<file path="src/rtl/gain_mult_sched_if.sv">
`default_nettype none
// -----------------------------------------------------------------------------
// gain_mult_sched_if : sample/config/multiplier/result bundle of gain_mult_sched
// Rev 1.0
// -----------------------------------------------------------------------------
interface gain_mult_sched_if #(
  parameter int N_CH     = 4,
  parameter int A_WDT    = 16,
  parameter int COEF_WDT = 16
);
  localparam int CH_W = $clog2(N_CH);

  logic [N_CH-1:0]       reqSt;
  logic [N_CH*A_WDT-1:0] reqA;
  logic                  cfgWr;
  logic [CH_W-1:0]       cfgCh;
  logic [COEF_WDT-1:0]   cfgCoef;
  logic                  ovfClr;
  logic [N_CH-1:0]       ovf;
  logic                  multSt;
  logic [A_WDT-1:0]      multA;
  logic [COEF_WDT-1:0]   multCoef;
  logic                  multRdy;
  logic [A_WDT-1:0]      multY;
  logic                  outVld;
  logic [CH_W-1:0]       outCh;
  logic [A_WDT-1:0]      outY;

  modport slave (
    input  reqSt, reqA, cfgWr, cfgCh, cfgCoef, ovfClr, multRdy, multY,
    output ovf, multSt, multA, multCoef, outVld, outCh, outY
  );

  modport master (
    output reqSt, reqA, cfgWr, cfgCh, cfgCoef, ovfClr, multRdy, multY,
    input  ovf, multSt, multA, multCoef, outVld, outCh, outY
  );
endinterface
`default_nettype wire

</file>
<file path="src/rtl/gain_mult_sched.sv">
`default_nettype none
// -----------------------------------------------------------------------------
// gain_mult_sched : round-robin time-sharing of one saturating gain multiplier
// across N_CH channels; GAIN_SCHED_RAMP_EN enables slewed coefficient updates.
// Rev 1.0
// -----------------------------------------------------------------------------
module gain_mult_sched #(
  parameter int N_CH      = 4,
  parameter int A_WDT     = 16,
  parameter int COEF_WDT  = 16,
  parameter int MULT_LAT  = 2,
  parameter int RAMP_STEP = 16
) (
  input  logic             clk,
  input  logic             reset,
  gain_mult_sched_if.slave bus
);
  localparam int                  CH_W    = $clog2(N_CH);
  localparam logic [CH_W:0]       C_NCH   = (CH_W+1)'(N_CH);
  localparam logic [COEF_WDT-1:0] C_UNITY = COEF_WDT'(1) << (COEF_WDT/2);

  if (N_CH < 2 || N_CH > 16 || (COEF_WDT % 2) != 0 || COEF_WDT > 32 ||
      MULT_LAT < 1 || RAMP_STEP < 1) begin : g_bad_param
    $error("gain_mult_sched: illegal parameter set");
  end

  logic [N_CH-1:0]     r_pend;
  logic [N_CH-1:0]     r_ovf;
  logic [A_WDT-1:0]    r_buf  [N_CH];
  logic [COEF_WDT-1:0] r_coef [N_CH];
  logic [CH_W-1:0]     r_rrPtr;
  logic [A_WDT-1:0]    r_multA;
  logic [COEF_WDT-1:0] r_multCoef;
  logic [MULT_LAT:0]   r_tagVld;
  logic [CH_W-1:0]     r_tagCh [MULT_LAT+1];
  logic                r_outVld;
  logic [CH_W-1:0]     r_outCh;
  logic [A_WDT-1:0]    r_outY;

  logic                w_gntVld;
  logic [CH_W-1:0]     w_gnt;
  logic [CH_W:0]       w_idx;
  logic [CH_W-1:0]     w_gntNext;
  logic [N_CH-1:0]     w_issVec;
  logic                w_cfgHit;
  logic [N_CH-1:0]     w_cfgVec;

  // Descending scan so the last hit, i.e. the nearest channel at/after rrPtr, wins.
  always_comb begin
    w_gntVld = 1'b0;
    w_gnt    = '0;
    w_idx    = '0;
    for (int k = N_CH - 1; k >= 0; k--) begin
      w_idx = {1'b0, r_rrPtr} + (CH_W+1)'(k);
      if (w_idx >= C_NCH) begin
        w_idx = w_idx - C_NCH;
      end
      if (r_pend[w_idx[CH_W-1:0]]) begin
        w_gntVld = 1'b1;
        w_gnt    = w_idx[CH_W-1:0];
      end
    end
  end

  assign w_gntNext = ({1'b0, w_gnt} == C_NCH - 1'b1) ? '0 : w_gnt + 1'b1;
  assign w_issVec  = w_gntVld ? (N_CH'(1) << w_gnt) : '0;
  assign w_cfgHit  = bus.cfgWr && ({1'b0, bus.cfgCh} < C_NCH);
  assign w_cfgVec  = w_cfgHit ? (N_CH'(1) << bus.cfgCh) : '0;

  always_ff @(posedge clk) begin
    for (int i = 0; i < N_CH; i++) begin
      if (bus.reqSt[i]) begin
        r_buf[i] <= bus.reqA[i*A_WDT +: A_WDT];
      end
    end
  end

  always_ff @(posedge clk) begin
    if (reset) begin
      r_pend     <= '0;
      r_ovf      <= '0;
      r_rrPtr    <= '0;
      r_multA    <= '0;
      r_multCoef <= '0;
      r_tagVld   <= '0;
      r_outVld   <= 1'b0;
      r_outCh    <= '0;
      r_outY     <= '0;
      for (int k = 0; k <= MULT_LAT; k++) begin
        r_tagCh[k] <= '0;
      end
    end else begin
      // A strobe on the channel being issued refills the buffer without loss.
      r_pend <= bus.reqSt | (r_pend & ~w_issVec);
      r_ovf  <= (bus.ovfClr ? '0 : r_ovf) | (bus.reqSt & r_pend & ~w_issVec);
      if (w_gntVld) begin
        r_rrPtr    <= w_gntNext;
        r_multA    <= r_buf[w_gnt];
        r_multCoef <= r_coef[w_gnt];
      end
      r_tagVld   <= {r_tagVld[MULT_LAT-1:0], w_gntVld};
      r_tagCh[0] <= w_gnt;
      for (int k = 1; k <= MULT_LAT; k++) begin
        r_tagCh[k] <= r_tagCh[k-1];
      end
      r_outVld <= r_tagVld[MULT_LAT];
      r_outCh  <= r_tagCh[MULT_LAT];
      r_outY   <= bus.multY;
    end
  end

`ifdef GAIN_SCHED_RAMP_EN
  localparam logic [COEF_WDT-1:0] C_STEP = COEF_WDT'(RAMP_STEP);

  logic [COEF_WDT-1:0] r_tgt  [N_CH];
  logic [COEF_WDT-1:0] w_step [N_CH];

  always_comb begin
    for (int i = 0; i < N_CH; i++) begin
      w_step[i] = r_tgt[i];
      if (r_tgt[i] > r_coef[i]) begin
        if (r_tgt[i] - r_coef[i] > C_STEP) w_step[i] = r_coef[i] + C_STEP;
      end else begin
        if (r_coef[i] - r_tgt[i] > C_STEP) w_step[i] = r_coef[i] - C_STEP;
      end
    end
  end

  // The issue samples r_coef before this update, so it sees the pre-step value.
  always_ff @(posedge clk) begin
    for (int i = 0; i < N_CH; i++) begin
      if (reset) begin
        r_tgt[i]  <= C_UNITY;
        r_coef[i] <= C_UNITY;
      end else begin
        if (w_cfgVec[i]) r_tgt[i]  <= bus.cfgCoef;
        if (w_issVec[i]) r_coef[i] <= w_step[i];
      end
    end
  end
`else
  always_ff @(posedge clk) begin
    for (int i = 0; i < N_CH; i++) begin
      if (reset) begin
        r_coef[i] <= C_UNITY;
      end else if (w_cfgVec[i]) begin
        r_coef[i] <= bus.cfgCoef;
      end
    end
  end
`endif

  assign bus.ovf      = r_ovf;
  assign bus.multSt   = r_tagVld[0];
  assign bus.multA    = r_multA;
  assign bus.multCoef = r_multCoef;
  assign bus.outVld   = r_outVld;
  assign bus.outCh    = r_outCh;
  assign bus.outY     = r_outY;

  // Every tagged slot must meet a multiplier result; stray rdy after reset is tolerated.
  a_tag_rdy: assert property (@(posedge clk) disable iff (reset)
                              r_tagVld[MULT_LAT] |-> bus.multRdy);

endmodule
`default_nettype wire
</file>
<file path="src/flat_wrapper.sv">
// flat-port wrapper written by rule: the top's interface ports become plain ports
module gain_mult_sched_flat 
#(
  parameter int N_CH      = 4,
  parameter int A_WDT     = 16,
  parameter int COEF_WDT  = 16,
  parameter int MULT_LAT  = 2,
  parameter int RAMP_STEP = 16
)
  (clk, reset, bus_reqSt, bus_reqA, bus_cfgWr, bus_cfgCh, bus_cfgCoef, bus_ovfClr, bus_multRdy, bus_multY, bus_ovf, bus_multSt, bus_multA, bus_multCoef, bus_outVld, bus_outCh, bus_outY);
  gain_mult_sched_if #(.N_CH(N_CH), .A_WDT(A_WDT), .COEF_WDT(COEF_WDT)) bus_i ();
  input  logic clk;
  input  logic reset;
  input wire logic [$bits(bus_i.reqSt)-1:0] bus_reqSt;
  input wire logic [$bits(bus_i.reqA)-1:0] bus_reqA;
  input wire logic [$bits(bus_i.cfgWr)-1:0] bus_cfgWr;
  input wire logic [$bits(bus_i.cfgCh)-1:0] bus_cfgCh;
  input wire logic [$bits(bus_i.cfgCoef)-1:0] bus_cfgCoef;
  input wire logic [$bits(bus_i.ovfClr)-1:0] bus_ovfClr;
  input wire logic [$bits(bus_i.multRdy)-1:0] bus_multRdy;
  input wire logic [$bits(bus_i.multY)-1:0] bus_multY;
  output wire logic [$bits(bus_i.ovf)-1:0] bus_ovf;
  output wire logic [$bits(bus_i.multSt)-1:0] bus_multSt;
  output wire logic [$bits(bus_i.multA)-1:0] bus_multA;
  output wire logic [$bits(bus_i.multCoef)-1:0] bus_multCoef;
  output wire logic [$bits(bus_i.outVld)-1:0] bus_outVld;
  output wire logic [$bits(bus_i.outCh)-1:0] bus_outCh;
  output wire logic [$bits(bus_i.outY)-1:0] bus_outY;
  assign bus_i.reqSt = bus_reqSt;
  assign bus_i.reqA = bus_reqA;
  assign bus_i.cfgWr = bus_cfgWr;
  assign bus_i.cfgCh = bus_cfgCh;
  assign bus_i.cfgCoef = bus_cfgCoef;
  assign bus_i.ovfClr = bus_ovfClr;
  assign bus_i.multRdy = bus_multRdy;
  assign bus_i.multY = bus_multY;
  assign bus_ovf = bus_i.ovf;
  assign bus_multSt = bus_i.multSt;
  assign bus_multA = bus_i.multA;
  assign bus_multCoef = bus_i.multCoef;
  assign bus_outVld = bus_i.outVld;
  assign bus_outCh = bus_i.outCh;
  assign bus_outY = bus_i.outY;
  gain_mult_sched #(.N_CH(N_CH), .A_WDT(A_WDT), .COEF_WDT(COEF_WDT), .MULT_LAT(MULT_LAT), .RAMP_STEP(RAMP_STEP)) u_core (.clk(clk), .reset(reset), .bus(bus_i));
endmodule
</file>
<file path="config.mk">
export PLATFORM = sky130hd
export DESIGN_NAME = gain_mult_sched_flat
export DESIGN_NICKNAME = d
export VERILOG_FILES = /design/src/rtl/gain_mult_sched_if.sv /design/src/rtl/gain_mult_sched.sv /design/src/flat_wrapper.sv
export SDC_FILE = /design/constraint.sdc
export NUM_CORES = 1
export LEC_CHECK = 0
export ABC_AREA = 0
export ABC_CLOCK_PERIOD_IN_PS = 2600
export CAP_MARGIN = 20
export CORE_ASPECT_RATIO = 0.8
export CORE_MARGIN = 1.5
export CORE_UTILIZATION = 26
export DETAILED_ROUTE_END_ITERATION = 12
export SLEW_MARGIN = 20
export SYNTH_ARGS = -nofsm -noshare
export SYNTH_HDL_FRONTEND = slang
export SYNTH_SLANG_ARGS = --single-unit
export TNS_END_PERCENT = 100
</file>
<file path="constraint.sdc">
create_clock -name clk -period 2.6 [get_ports clk]
set_input_delay 0.39 -clock clk [delete_from_list [all_inputs] [get_ports clk]]
set_output_delay 0.39 -clock clk [all_outputs]
set_load 0.02 [all_outputs]
</file>
==> flow_summary.ini, run 1 <==
[cts]
cts_buffers = 17
postCtsHoldBufs = 0
cts_max_level = 4
post_cts_buffers = 0
cts_root_buffer = clkbuf_16
clock_sinks = 198
clk_pin_slew_ns = 0.07
insertion_delay_ns = 0.43
cts_buffer_depth = 2
cts-resized-gates = 0
cts_tree = yes

[routing]
drc_errors = 0
drtPass1Iterations = 5
via_count = 5261
drtIter0Drc = 373
vias_per_cell = 4.74
routed_wl_um = 21500
postRouteAntennaNets = 0
wl_per_cell_um = 19.4

[setup_path]
worst-r2r-setup-slack_ns = 0.41
reg2reg_from = u_core.r_pend[0]
critical_path_class = reg -> reg
crit_path_top_delay_cell = a311oi_2
start_kind = flop
crit_fanout = 27
required_ns = 2.92
crit_chain = nand2_1, a311oi_2, nor4_4, buf_4, a221o_1
cpPeakStageDelay_ns = 0.58
worstRegToRegCells = 5
end_kind = flop
regToRegEndpoint = u_core.bus.multA[14]
cp.arrival_ns = 2.51

[power_and_ir_drop]
p_leak_nw = 3.86
power-per-cell-area_nw_per_um2 = 745
total_power_mw = 7.84
ir_drop_mv = 0.417

[synthesis]
syn_nets = 663
synth_edf_count = 128
avgSynthCellArea_um2 = 14.0
synth-seq-cells = 198
synthArstFlopShare = 0
syn-instance-count = 555
synthFlopType = edfxtp_1
syn_area_um2 = 7780
ys_types = 41
yosysSeqAreaShare = 0.674
yosysWarnings = 0

[sta]
worst_slack_ns = 0.407
holdWs_ns = 0.333
finalCriticalPeriod_ns = 2.19
setup_viol = 0
rsz0062_at_grt = no
drv_slew = 0
hold_viol = 0
max_freq_mhz = 456
setup_tns_ns = 0
clock_skew_ns = 0.00720
worst_pin_slew_ns = 0.680
fin_crit_sh = 0.843
slew_headroom = 0.545

[finish]
finalNetCount = 829
stdcell_count = 1111
syn_to_final_growth_pct = 35.2
utilization = 0.359
antenna_cells = 0
drive_gt1_frac = 0.150
design_area_um2 = 10500

[grt]
grt_usage = 0.141
grt_max_degree = 33
grt_pass1_vias = 5236
grt-ovfl-total = 0
grt_antenna_before_repair = 1
grt_pass1_wl_um = 32000

[place]
dpl.hpwl_um = 14100
pre_cts_slack_ns = 0.411
placed_cells = 1079
gp_congestion = 0.753
dpl-instance-area_um2 = 9990
io_buffers = 161

[die]
ios = 163
die_h_um = 158
die_area_um2 = 31000
rows = 56
die_x_um = 196
core-area_um2 = 29400
start_util = 0.265

[min_path]
min_from = reset
hold_depth = 2
hold_class = in -> reg
worstHoldEndpoint = u_core.r_tagVld[0]

[run_status]
status = completed

[job]
cap_violations = 0
worst max path at each step:
stage	cells past startpoint	slack, ns	end	start
4_1_cts	5	0.38	u_core.bus.multA[14]	u_core.r_pend[0]
2_1_floorplan	7	0.61	u_core.bus.multA[14]	u_core.r_pend[2]
3_3_place_gp	6	0.42	u_core.bus.multCoef[7]	u_core.r_pend[0]
5_1_grt	6	0.26	u_core.bus.multCoef[0]	u_core.r_pend[2]
3_5_place_dp	5	0.41	u_core.bus.multA[14]	u_core.r_pend[0]
6_report	5	0.41	u_core.bus.multA[14]	u_core.r_pend[0]
layer usage:
metal  vias to the layer above  track usage  wire [µm]
li1                       2457            -          -
met1                      2595        0.193       9920
met2                       190        0.222      10000
met3                        17       0.0383       1370
met4                         2       0.0337        172
met5                         -            0         17
final cells by class:
| class | instances | area (µm²) |
|---|---|---|
| fillers | 2841 | 18800 |
| flip-flops and latches | 198 | 5250 |
| multi-input cells | 308 | 2380 |
| repair buffers | 190 | 1870 |
| well taps | 377 | 472 |
| clock buffers | 22 | 467 |
| clock inverters | 10 | 71.3 |
| inverters | 6 | 22.5 |
cells in the mapped netlist (all sizes together) (2+ instances only):
library cell | instances | area (µm²)
edfxtp | 128 | 3840
dfxtp | 70 | 1400
and2 | 46 | 288
a21oi | 38 | 190
o31ai | 35 | 268
a221o | 31 | 310
clkbuf | 31 | 116
mux2 | 31 | 439
nand4 | 31 | 194
nor2b | 29 | 181
and3 | 17 | 106
nor2 | 13 | 48.8
buf | 12 | 78.8
inv | 6 | 22.5
nand2b | 6 | 37.5
nand2 | 5 | 18.8
o21ai | 3 | 15.0
or3b | 3 | 26.3
a21o | 2 | 15.0
a31o | 2 | 17.5
mux2i | 2 | 20.0
nor4 | 2 | 33.8
o21bai | 2 | 15.0
or2 | 2 | 12.5
placed cells by master, fill, tap and decap left out, types with 2 or more instances in the layout:
master,count
or2_2,2
o31ai_1,34
inv_6,2
nor2_4,3
buf_4,25
nor2_1,10
clkinv_2,4
and2_1,46
a31o_2,2
mux2_4,24
and3_1,17
clkbuf_16,17
o21bai_1,2
mux2_2,7
nand2_1,5
a21oi_1,37
nor2b_1,29
or3b_2,3
a221o_1,31
clkbuf_2,2
mux2i_1,2
nand4_1,31
edfxtp_1,128
nor4_4,2
o21ai_0,2
a21o_1,2
nand2b_1,6
clkdlybuf4s50_1,160
dfxtp_1,70
clkinv_4,3
buf_12,4
clkbuf_8,2
inv_1,5
report_power, final:
part | switching (mW) | internal (mW) | leakage, nW
logic | 0.822 | 0.770 | 1.75
registers | 0.136 | 3.66 | 1.84
clock network | 1.16 | 1.29 | 0.271
total | 2.12 | 5.72 | 3.86
logic make-up after synthesis:
| group | Yosys count | synth area share |
|---|---|---|
| and+or+nand+nor | 157 | 0.126 |
| AOI/OAI and AO/OA | 117 | 0.112 |
| DFF | 198 | 0.674 |
| adders and majority gates | 1 | 0.00161 |
| buffers and inverters | 49 | 0.0280 |
| muxes | 33 | 0.0590 |
worst max-delay path, delay by kind of cell (launching register included):
kind / cells / cell delay, ns
AOI/OAI and AO/OA: 2 / 0.96
buffers and inverters: 1 / 0.30
DFF: 1 / 0.47
and+or+nand+nor: 2 / 0.33
state kept, by name (all words and copies together) (netlist names):
register,flops
u_core.r_buf,64
u_core.r_coef,64
u_core.bus.multA,16
u_core.bus.multCoef,16
u_core.bus.outY,16
u_core.r_tagCh,6
u_core.bus.ovf,4
u_core.r_pend,4
u_core.r_tagVld,3
u_core.bus.outCh,2
u_core.r_rrPtr,2
u_core.bus.outVld,1
No activity file was read; power rests on OpenSTA's default activity.
==> run 2: changes to the inputs <==
--- a/config.mk
+++ b/config.mk
@@ -6,7 +6,7 @@
 export NUM_CORES = 1
 export LEC_CHECK = 0
 export ABC_AREA = 0
-export ABC_CLOCK_PERIOD_IN_PS = 2600
+export ABC_CLOCK_PERIOD_IN_PS = 1800
 export CAP_MARGIN = 20
 export CORE_ASPECT_RATIO = 0.8
 export CORE_MARGIN = 1.5
==> constraint.sdc (replaced) <==
create_clock -name clk -period 1.8 [get_ports clk]
set_input_delay 0.27 -clock clk [delete_from_list [all_inputs] [get_ports clk]]
set_output_delay 0.27 -clock clk [all_outputs]
set_load 0.02 [all_outputs]
==> run 2 against run 1 <==
Net effect: the flow now finishes with violations (negative setup slack); clock skew about the same; clock power up 50%; die area unchanged.
==> flow_summary.ini, run 2 (same netlist as run 1, synthesis figures left out) <==
[sta]
drv_slew = 0
hold_viol = 0
setup_tns_ns = -2.06
finalCriticalPeriod_ns = 1.91
fin_crit_sh = 1.06
holdWs_ns = 0.183
worst_slack_ns = -0.115
worst_pin_slew_ns = 0.657
max_freq_mhz = 522
slew_headroom = 0.561
clock_skew_ns = 0.00707
setup_viol = 28
rsz0062_at_grt = yes

[routing]
wl_per_cell_um = 19.8
drtIter0Drc = 401
postRouteAntennaNets = 0
routed_wl_um = 22700
via_count = 5368
drc_errors = 0
drtPass1Iterations = 4
vias_per_cell = 4.68

[setup_path]
critical_path_class = reg -> reg
crit_chain = mux2i_4, or2_4, nand3_4, buf_12, buf_16, mux2_4, a221o_1
required_ns = 2.12
cpPeakStageDelay_ns = 0.37
start_kind = flop
critPathBufInv = 2
cp.arrival_ns = 2.24
path_depth = 7
worst-r2r-setup-slack_ns = -0.11
crit_path_top_delay_cell = dfxtp_4
cp_top_family = multiplexers
end_kind = flop
regToRegEndpoint = u_core.bus.multA[14]
crit_fanout = 9
worstRegToRegCells = 7
reg2reg_from = u_core.r_rrPtr[1]

[cts]
cts_buffer_depth = 2
clk_pin_slew_ns = 0.07
cts_buffers = 17
cts_root_buffer = clkbuf_16
cts_max_level = 4
cts_tree = yes
clock_sinks = 198
insertion_delay_ns = 0.44
postCtsHoldBufs = 0

[power_and_ir_drop]
p_leak_nw = 4.11
ir_drop_mv = 0.703
total_power_mw = 11.9
swShare = 0.273
power-per-cell-area_nw_per_um2 = 1070
p_int_mw = 8.64
switchingPower_mw = 3.25
p_clk_frac = 0.309
combPwrFrac = 0.228
seq_power_share = 0.463

[grt]
grt_usage = 0.149
grt_antenna_before_repair = 1
grt-ovfl-total = 0
grt_pass1_wl_um = 33500
grt_pass1_vias = 5292
grt_max_degree = 27

[die]
ios = 163
rows = 56
die_x_um = 196
core-area_um2 = 29400
start_util = 0.265
die_area_um2 = 31000
die_h_um = 158

[run_status]
violations = negative setup slack
status = finished with violations

[min_path]
hold_depth = 2
hold_class = in -> reg
min_from = reset
worstHoldEndpoint = u_core.r_tagCh[1][1]

[finish]
layout_common_cells = clkdlybuf4s50_1, edfxtp_1, dfxtp_1
drive_gt1_frac = 0.204
utilization = 0.378
stdcell_count = 1146
design_area_um2 = 11100
final_common_cell = clkdlybuf4s50_1
fillers = 2783
finalNetCount = 863
syn_to_final_growth_pct = 42.7
top_regs = u_core.r_buf (64), u_core.r_coef (64)

[place]
gp_congestion = 0.757
pre_cts_slack_ns = -0.124
dpl-instance-area_um2 = 10300
dpl.hpwl_um = 14000
placed_cells = 1101
io_buffers = 161

[job]
cap_violations = 0
==> run 2: cell types whose count changed in the layout (fill, tap and decap cells not counted), sizes merged <==
cell,change
buf,+30
bufinv,+1
a21oi,+1
clkinvlp,+2
nor2,+2
clkbuf,+1
diode,+1
clkinv,-4
inv,+1
==> run 2: cell type report <==
type	count	area, µm²	share of cell area
repair buffers	221	2280	0.205
well taps	377	472	0.0425
clock buffers	22	454	0.0409
diodes	1	2.50	0.000225
multi-input cells	311	2510	0.226
clock inverters	10	97.6	0.00879
inverters	6	25.0	0.00225
flip-flops and latches	198	5260	0.474
==> run 2: routing by layer <==
metal | up-vias | global-route usage | routed length [µm]
met3 | 20 | 0.0445 | 1610
met2 | 183 | 0.225 | 10200
met5 | - | 0 | 0
li1 | 2545 | - | -
met4 | 0 | 0.0399 | 252
met1 | 2620 | 0.208 | 10700
==> run 2: power groups by stage <==
stage / Combinational [mW] / Clock (mW) / Sequential [mW]
after floorplan: 1.02 / 0 / 5.76
after global placement: 2.44 / 0 / 5.57
after detailed placement: 2.45 / 0 / 5.58
after CTS: 2.60 / 3.78 / 5.50
after global routing: 2.88 / 3.94 / 5.55
final: 2.71 / 3.67 / 5.50
==> run 2: how the worst max path moves through the flow <==
stage                      start                 endpoint  slack, ns
6_report       u_core.r_rrPtr[1]     u_core.bus.multA[14]      -0.11
5_1_grt        u_core.r_rrPtr[1]  u_core.bus.multCoef[12]      -0.18
4_1_cts        u_core.r_rrPtr[1]  u_core.bus.multCoef[14]      -0.11
3_5_place_dp   u_core.r_rrPtr[1]  u_core.bus.multCoef[12]      -0.12
3_3_place_gp   u_core.r_rrPtr[1]  u_core.bus.multCoef[12]       -0.1
2_1_floorplan  u_core.r_rrPtr[1]     u_core.bus.multA[14]      -0.02
==> run 2: worst reg2reg max path, stage by stage (launching register included) <==
cell and delay, ns:
dfxtp_4 0.37, mux2i_4 0.18, or2_4 0.25, nand3_4 0.12, buf_12 0.14, buf_16 0.16
mux2_4 0.30, a221o_1 0.29
==> run 2: repair_timing <==
action	CTS	global route
setup buffers	2	5
setup endpoints to repair	32	42
pin swaps	5	0
gates cloned	4	1
resized for setup	19	17
